## src/rtl/act_lut_arbiter_if.sv

```systemverilog
// rtl/act_lut_arbiter_if.sv - request/result handshake bundle for act_lut_arbiter
// master = requesters plus result sink, slave = arbiter.
interface act_lut_arbiter_if #(
  parameter int N_REQ = 4,
  parameter int ID_W  = 2
) ();
  logic [N_REQ-1:0]   req_valid;
  logic [N_REQ-1:0]   req_ready;
  logic [8*N_REQ-1:0] req_data;
  logic               res_valid;
  logic               res_ready;
  logic [7:0]         res_data;
  logic [ID_W-1:0]    res_id;

  modport master (
    output req_valid, req_data, res_ready,
    input  req_ready, res_valid, res_data, res_id
  );

  modport slave (
    input  req_valid, req_data, res_ready,
    output req_ready, res_valid, res_data, res_id
  );
endinterface

```

## src/rtl/act_lut_arbiter.sv

```systemverilog
// rtl/act_lut_arbiter.sv - round-robin arbiter sharing one interpolating activation LUT
// Optional ACT_LUT_STAT_EN adds a 16-bit lookup_count of delivered results.
module act_lut_arbiter #(
  parameter int N_REQ = 4,
  parameter int ID_W  = 2
) (
  input  logic                clk,
  input  logic                rst,
  act_lut_arbiter_if.slave    bus,
  output logic [3:0]          lut_address,
  input  logic [7:0]          lut_base,
  input  logic [7:0]          lut_next
`ifdef ACT_LUT_STAT_EN
  ,
  output logic [15:0]         lookup_count
`endif
);

  typedef enum logic [1:0] {IDLE, LOOKUP, OUTPUT} state_t;

  state_t             state;
  logic [ID_W-1:0]    last_grant;
  logic [ID_W-1:0]    cur_id;
  logic [3:0]         x_frac;
  logic               grant_found;
  logic [ID_W-1:0]    grant_id;
  logic [ID_W-1:0]    cand;
  logic [7:0]         grant_data;
  logic signed [8:0]  diff;
  logic signed [13:0] prod;
  logic [7:0]         res_next;

  // Scan from last_grant+1 so the previous winner gets lowest priority.
  always_comb begin
    grant_found = 1'b0;
    grant_id    = '0;
    cand        = '0;
    for (int k = 1; k <= N_REQ; k++) begin
      cand = ID_W'((int'(last_grant) + k) % N_REQ);
      if (!grant_found && bus.req_valid[cand]) begin
        grant_found = 1'b1;
        grant_id    = cand;
      end
    end
  end

  always_comb begin
    bus.req_ready = '0;
    if (state == IDLE && grant_found)
      bus.req_ready[grant_id] = 1'b1;
  end

  assign grant_data = bus.req_data[int'(grant_id)*8 +: 8];

  always_comb begin
    diff     = $signed({lut_next[7], lut_next}) - $signed({lut_base[7], lut_base});
    prod     = diff * $signed({1'b0, x_frac});
    res_next = 8'($signed({{6{lut_base[7]}}, lut_base}) + (prod >>> 4));
  end

  // The latched x lives split: high nibble in lut_address, low nibble in x_frac.
  always_ff @(posedge clk or posedge rst) begin
    if (rst) begin
      state         <= IDLE;
      last_grant    <= ID_W'(N_REQ - 1);
      cur_id        <= '0;
      x_frac        <= '0;
      lut_address   <= '0;
      bus.res_valid <= 1'b0;
      bus.res_data  <= '0;
      bus.res_id    <= '0;
    end else begin
      case (state)
        IDLE: begin
          if (grant_found) begin
            last_grant  <= grant_id;
            cur_id      <= grant_id;
            x_frac      <= grant_data[3:0];
            lut_address <= grant_data[7:4];
            state       <= LOOKUP;
          end
        end
        LOOKUP: begin
          bus.res_data  <= res_next;
          bus.res_id    <= cur_id;
          bus.res_valid <= 1'b1;
          state         <= OUTPUT;
        end
        OUTPUT: begin
          if (bus.res_ready) begin
            bus.res_valid <= 1'b0;
            state         <= IDLE;
          end
        end
        default: state <= IDLE;
      endcase
    end
  end

`ifdef ACT_LUT_STAT_EN
  always_ff @(posedge clk or posedge rst) begin
    if (rst)
      lookup_count <= '0;
    else if (bus.res_valid && bus.res_ready)
      lookup_count <= lookup_count + 16'd1;
  end
`endif

endmodule

```

## src/flat_wrapper.sv

```systemverilog
// flat-port wrapper written by rule: the top's interface ports become plain ports
module act_lut_arbiter_flat 
#(
  parameter int N_REQ = 4,
  parameter int ID_W  = 2
)
  (clk, rst, lut_address, lut_base, lut_next, bus_req_valid, bus_req_data, bus_res_ready, bus_req_ready, bus_res_valid, bus_res_data, bus_res_id);
  act_lut_arbiter_if #(.N_REQ(N_REQ), .ID_W(ID_W)) bus_i ();
  input  logic clk;
  input  logic rst;
  output logic [3:0] lut_address;
  input  logic [7:0] lut_base;
  input  logic [7:0] lut_next;
  input wire logic [$bits(bus_i.req_valid)-1:0] bus_req_valid;
  input wire logic [$bits(bus_i.req_data)-1:0] bus_req_data;
  input wire logic [$bits(bus_i.res_ready)-1:0] bus_res_ready;
  output wire logic [$bits(bus_i.req_ready)-1:0] bus_req_ready;
  output wire logic [$bits(bus_i.res_valid)-1:0] bus_res_valid;
  output wire logic [$bits(bus_i.res_data)-1:0] bus_res_data;
  output wire logic [$bits(bus_i.res_id)-1:0] bus_res_id;
  assign bus_i.req_valid = bus_req_valid;
  assign bus_i.req_data = bus_req_data;
  assign bus_i.res_ready = bus_res_ready;
  assign bus_req_ready = bus_i.req_ready;
  assign bus_res_valid = bus_i.res_valid;
  assign bus_res_data = bus_i.res_data;
  assign bus_res_id = bus_i.res_id;
  act_lut_arbiter #(.N_REQ(N_REQ), .ID_W(ID_W)) u_core (.clk(clk), .rst(rst), .bus(bus_i), .lut_address(lut_address), .lut_base(lut_base), .lut_next(lut_next));
endmodule
```

## config.mk

```make
export PLATFORM = sky130hd
export DESIGN_NAME = act_lut_arbiter_flat
export DESIGN_NICKNAME = d
export VERILOG_FILES = /design/src/rtl/act_lut_arbiter_if.sv /design/src/rtl/act_lut_arbiter.sv /design/src/flat_wrapper.sv
export SDC_FILE = /design/constraint.sdc
export NUM_CORES = 1
export LEC_CHECK = 0
export ABC_AREA = 1
export CORE_MARGIN = 3
export CORE_UTILIZATION = 25
export CTS_CLUSTER_SIZE = 25
export DETAILED_ROUTE_END_ITERATION = 7
export GPL_TIMING_DRIVEN = 0
export PLACE_DENSITY_LB_ADDON = 0.25
export SETUP_SLACK_MARGIN = 0.05
export SYNTH_ARGS = -nofsm -noshare
export SYNTH_HDL_FRONTEND = slang
export SYNTH_SLANG_ARGS = --single-unit
```

## constraint.sdc

```tcl
create_clock -name clk -period 5.6 [get_ports clk]
set_input_delay 0.56 -clock clk [delete_from_list [all_inputs] [get_ports clk]]
set_output_delay 0.56 -clock clk [all_outputs]
set_load 0.01 [all_outputs]
```

==> summary.txt, run 1 <==
Residual DRC = 0
CP endpoint = u_core.bus.res_data[7]
Netlist Area Pre-Place = 0.00334 mm2
core area = 0.0128 mm2
Max Root-Sink Buffers = 2
top-count cell post-synth = nand2_1
Reg2Reg Setup Slack = 0.98 ns
Final Critical Period = 5.26 ns
placed wire-length estimate = 7.24 mm
clock buffer count from CTS = 3
Pre-antenna DRT Iters = 4
number of vias per cell = 4.26
post-route insts no fill = 760
post-route setup slack = 0.341 ns
first-pass GRT wire length = 14.8 mm
TritonCTS clock tree = built
Crit path largest cell delay = 0.53 ns
row count = 41
Crit Path Max Fanout = 3
DR iter-0 viols = 145
clock sink count = 25
Die X-Extent = 122 um
n_diodes = 0
Die H = 122 um
Mapped Cells = 495
post-synthesis sequential element count = 25
element type at the critical path start = input port
outcome = complete, no violations
Final Core Density = 36.8%
pre-CTS WS = -0.883 ns
Hold Crit Class = flop to flop
relative slew slack = 37.0%
Clk pin slew, worst setup/hold paths = 0.07 ns
GPL Wtd Cong = 0.792
achievable frequency = 190 MHz
H-tree depth = 1
initial antenna violation count = 0
top cell type's share of synthesized area = 18.3%
Worst-Margin Slew = 0.943 ns
mean post-synth cell area = 6.75 um2
commonest cells in the netlist = nand2_1 (163), inv_1 (81), nor2_1 (41)
CP startpoint = lut_base[0]
Clock Latency Late Sink = 0.27 ns
Main synth FF type = dfrtp_1
worst endpoint required time = 5.76 ns
Inst Count DP = 740
largest net degree at the start of global routing = 26
Initial Utilization = 26.1%
top post-synthesis cells by area = nand2_1 (18%), dfrtp_1 (17%), ha_1 (13%), fa_1 (10%), inv_1 (9.1%)
RR Endpoint = u_core.bus.res_data[7]
CTS Hold Bufs = 0
vias in the first global route = 3343
CP arrival = 5.42 ns
Async S/R FF share, synth = 100%
sequential fraction of the synthesis area = 18.8%
Clock Skew = 0.00450 ns
final worst path period share = 93.9%
r2r startpoint = u_core.x_frac[2]
synth unique cells = 39
total wire length = 8.64 mm
ANT nets after route = 0
GR Util All Layers = 12.1%
Setup crit end kind = flop
layout cells sized above 1 = 17.3%
# IOs = 74
R2R depth = 27
Crit Path Class = input port to flop
Synth area leader = nand2_1
buffers added on ports = 73
nets = 695
Net Count, Synth = 601
final setup vio count = 0
Final Hold Vio Count = 0
Root Buffer = clkbuf_16
unrepaired setup endpoints after global routing = false
max-cap viol count = 0
synth warn = 0
cell mode on critical path = inv_1
vias post-DR = 3237
slowest CP cell = fa_1
Final Max Tran Viols = 0
Post-synth EDFFs = 0
Syn-to-layout area delta = 41.2%
Die ar. = 0.0148 mm2
Wirelength per Cell = 11.4 um
grt ovf = 0
sequential cells by signal, indices dropped and copies added (netlist names):
| name | cells |
|---|---|
| u_core.x_frac | 4 |
| u_core.state | 2 |
| u_core.cur_id | 2 |
| u_core.lut_address | 4 |
| u_core.last_grant | 2 |
| u_core.bus.res_data | 8 |
| u_core.bus.res_id | 2 |
| u_core.bus.res_valid | 1 |
worst min-delay path by stage:
stage / from / endpoint / cells past startpoint
3_3_place_gp: u_core.bus.res_data[1] / u_core.bus.res_data[1] / 2
5_1_grt: u_core.bus.res_data[2] / u_core.bus.res_data[2] / 2
2_1_floorplan: u_core.x_frac[1] / u_core.x_frac[1] / 2
4_1_cts: u_core.bus.res_data[1] / u_core.bus.res_data[1] / 2
3_5_place_dp: u_core.bus.res_data[1] / u_core.bus.res_data[1] / 2
6_report: u_core.bus.res_data[0] / u_core.bus.res_data[0] / 2
critical path, delay by kind of cell:
family	cells	cell delay [ns]
AOI/OAI and AO/OA	6	0.81
xor gates and xnor gates	2	0.27
adders and majority gates	7	2.43
buffers and inverters	8	0.54
and+or+nand+nor	12	0.77
layout make-up:
cell class                 instances  area (um2)
buffer                             6        62.6
clock buffer                       3        75.1
clock inverter                     1        8.76
fill                            1391        8110
inverter                          89         334
multi-input combinational        375        2540
sequential                        25         628
tap                              172         215
timing repair buffer              89         853
stage by stage:
stage | instance area (um2) | hold WS (ns) | TNS (ns)
3_5_place_dp | 4290 | 0.469 | -1.77
3_3_place_gp | 4290 | 0.455 | -1.58
4_1_cts | 4570 | 0.487 | 0
6_report | 4720 | 0.483 | 0
2_1_floorplan | 3340 | 0.479 | 0
5_1_grt | 4720 | 0.516 | 0
cell usage in the layout (no fill, tap or decap), types with 5 or more instances in the layout:
cell type and instances:
nand2_1 157, inv_1 76, clkdlybuf4s50_1 63, nor2_1 39, ha_1 25, dfrtp_1 23, nand2_2 18, nand3_1 18
buf_4 18, o21ai_0 16, fa_1 16, a21oi_1 10, inv_2 10, nand4_1 9, xor2_1 7, ha_4 7
xnor2_1 6, nand2_4 5, dlymetal6s2s_1 5
cells by family after synthesis:
family / count (synthesis) / share of synthesized area (%)
flip-flops: 25 / 18.8
AO/OA/AOI/OAI: 43 / 7.22
XOR/XNOR: 19 / 5.20
AND/OR/NAND/NOR: 262 / 34.0
adder cells (fa/ha/maj): 51 / 22.9
buffers and inverters: 95 / 11.9
metal layers:
metal	track usage (%)	vias to the layer above	part of all wire (%)	wire length, um
met3	3.16	6	7.1	615
met5	0	-	0	0
met2	20.2	77	46	3970
li1	-	1709	-	-
met1	15.9	1445	46	3970
met4	2.31	0	0.98	85
repair_timing:
item,CTS,global route
setup endpoints to repair,3,3
gates resized for setup,28,43
buffers inserted,10,6
pin swaps,20,22
Power of run 1 is left out: the tool's default activity adds up to more than one toggle a clock period on the data nets, which glitch-free logic cannot reach.
==> run 2: changes to the inputs <==
Settings changed: GPL_ROUTABILITY_DRIVEN set to 0.
==> results of run 2 <==
The final DEF is identical to that of run 1; final timing and power are the same.
Power of run 2 is left out for the same reason.
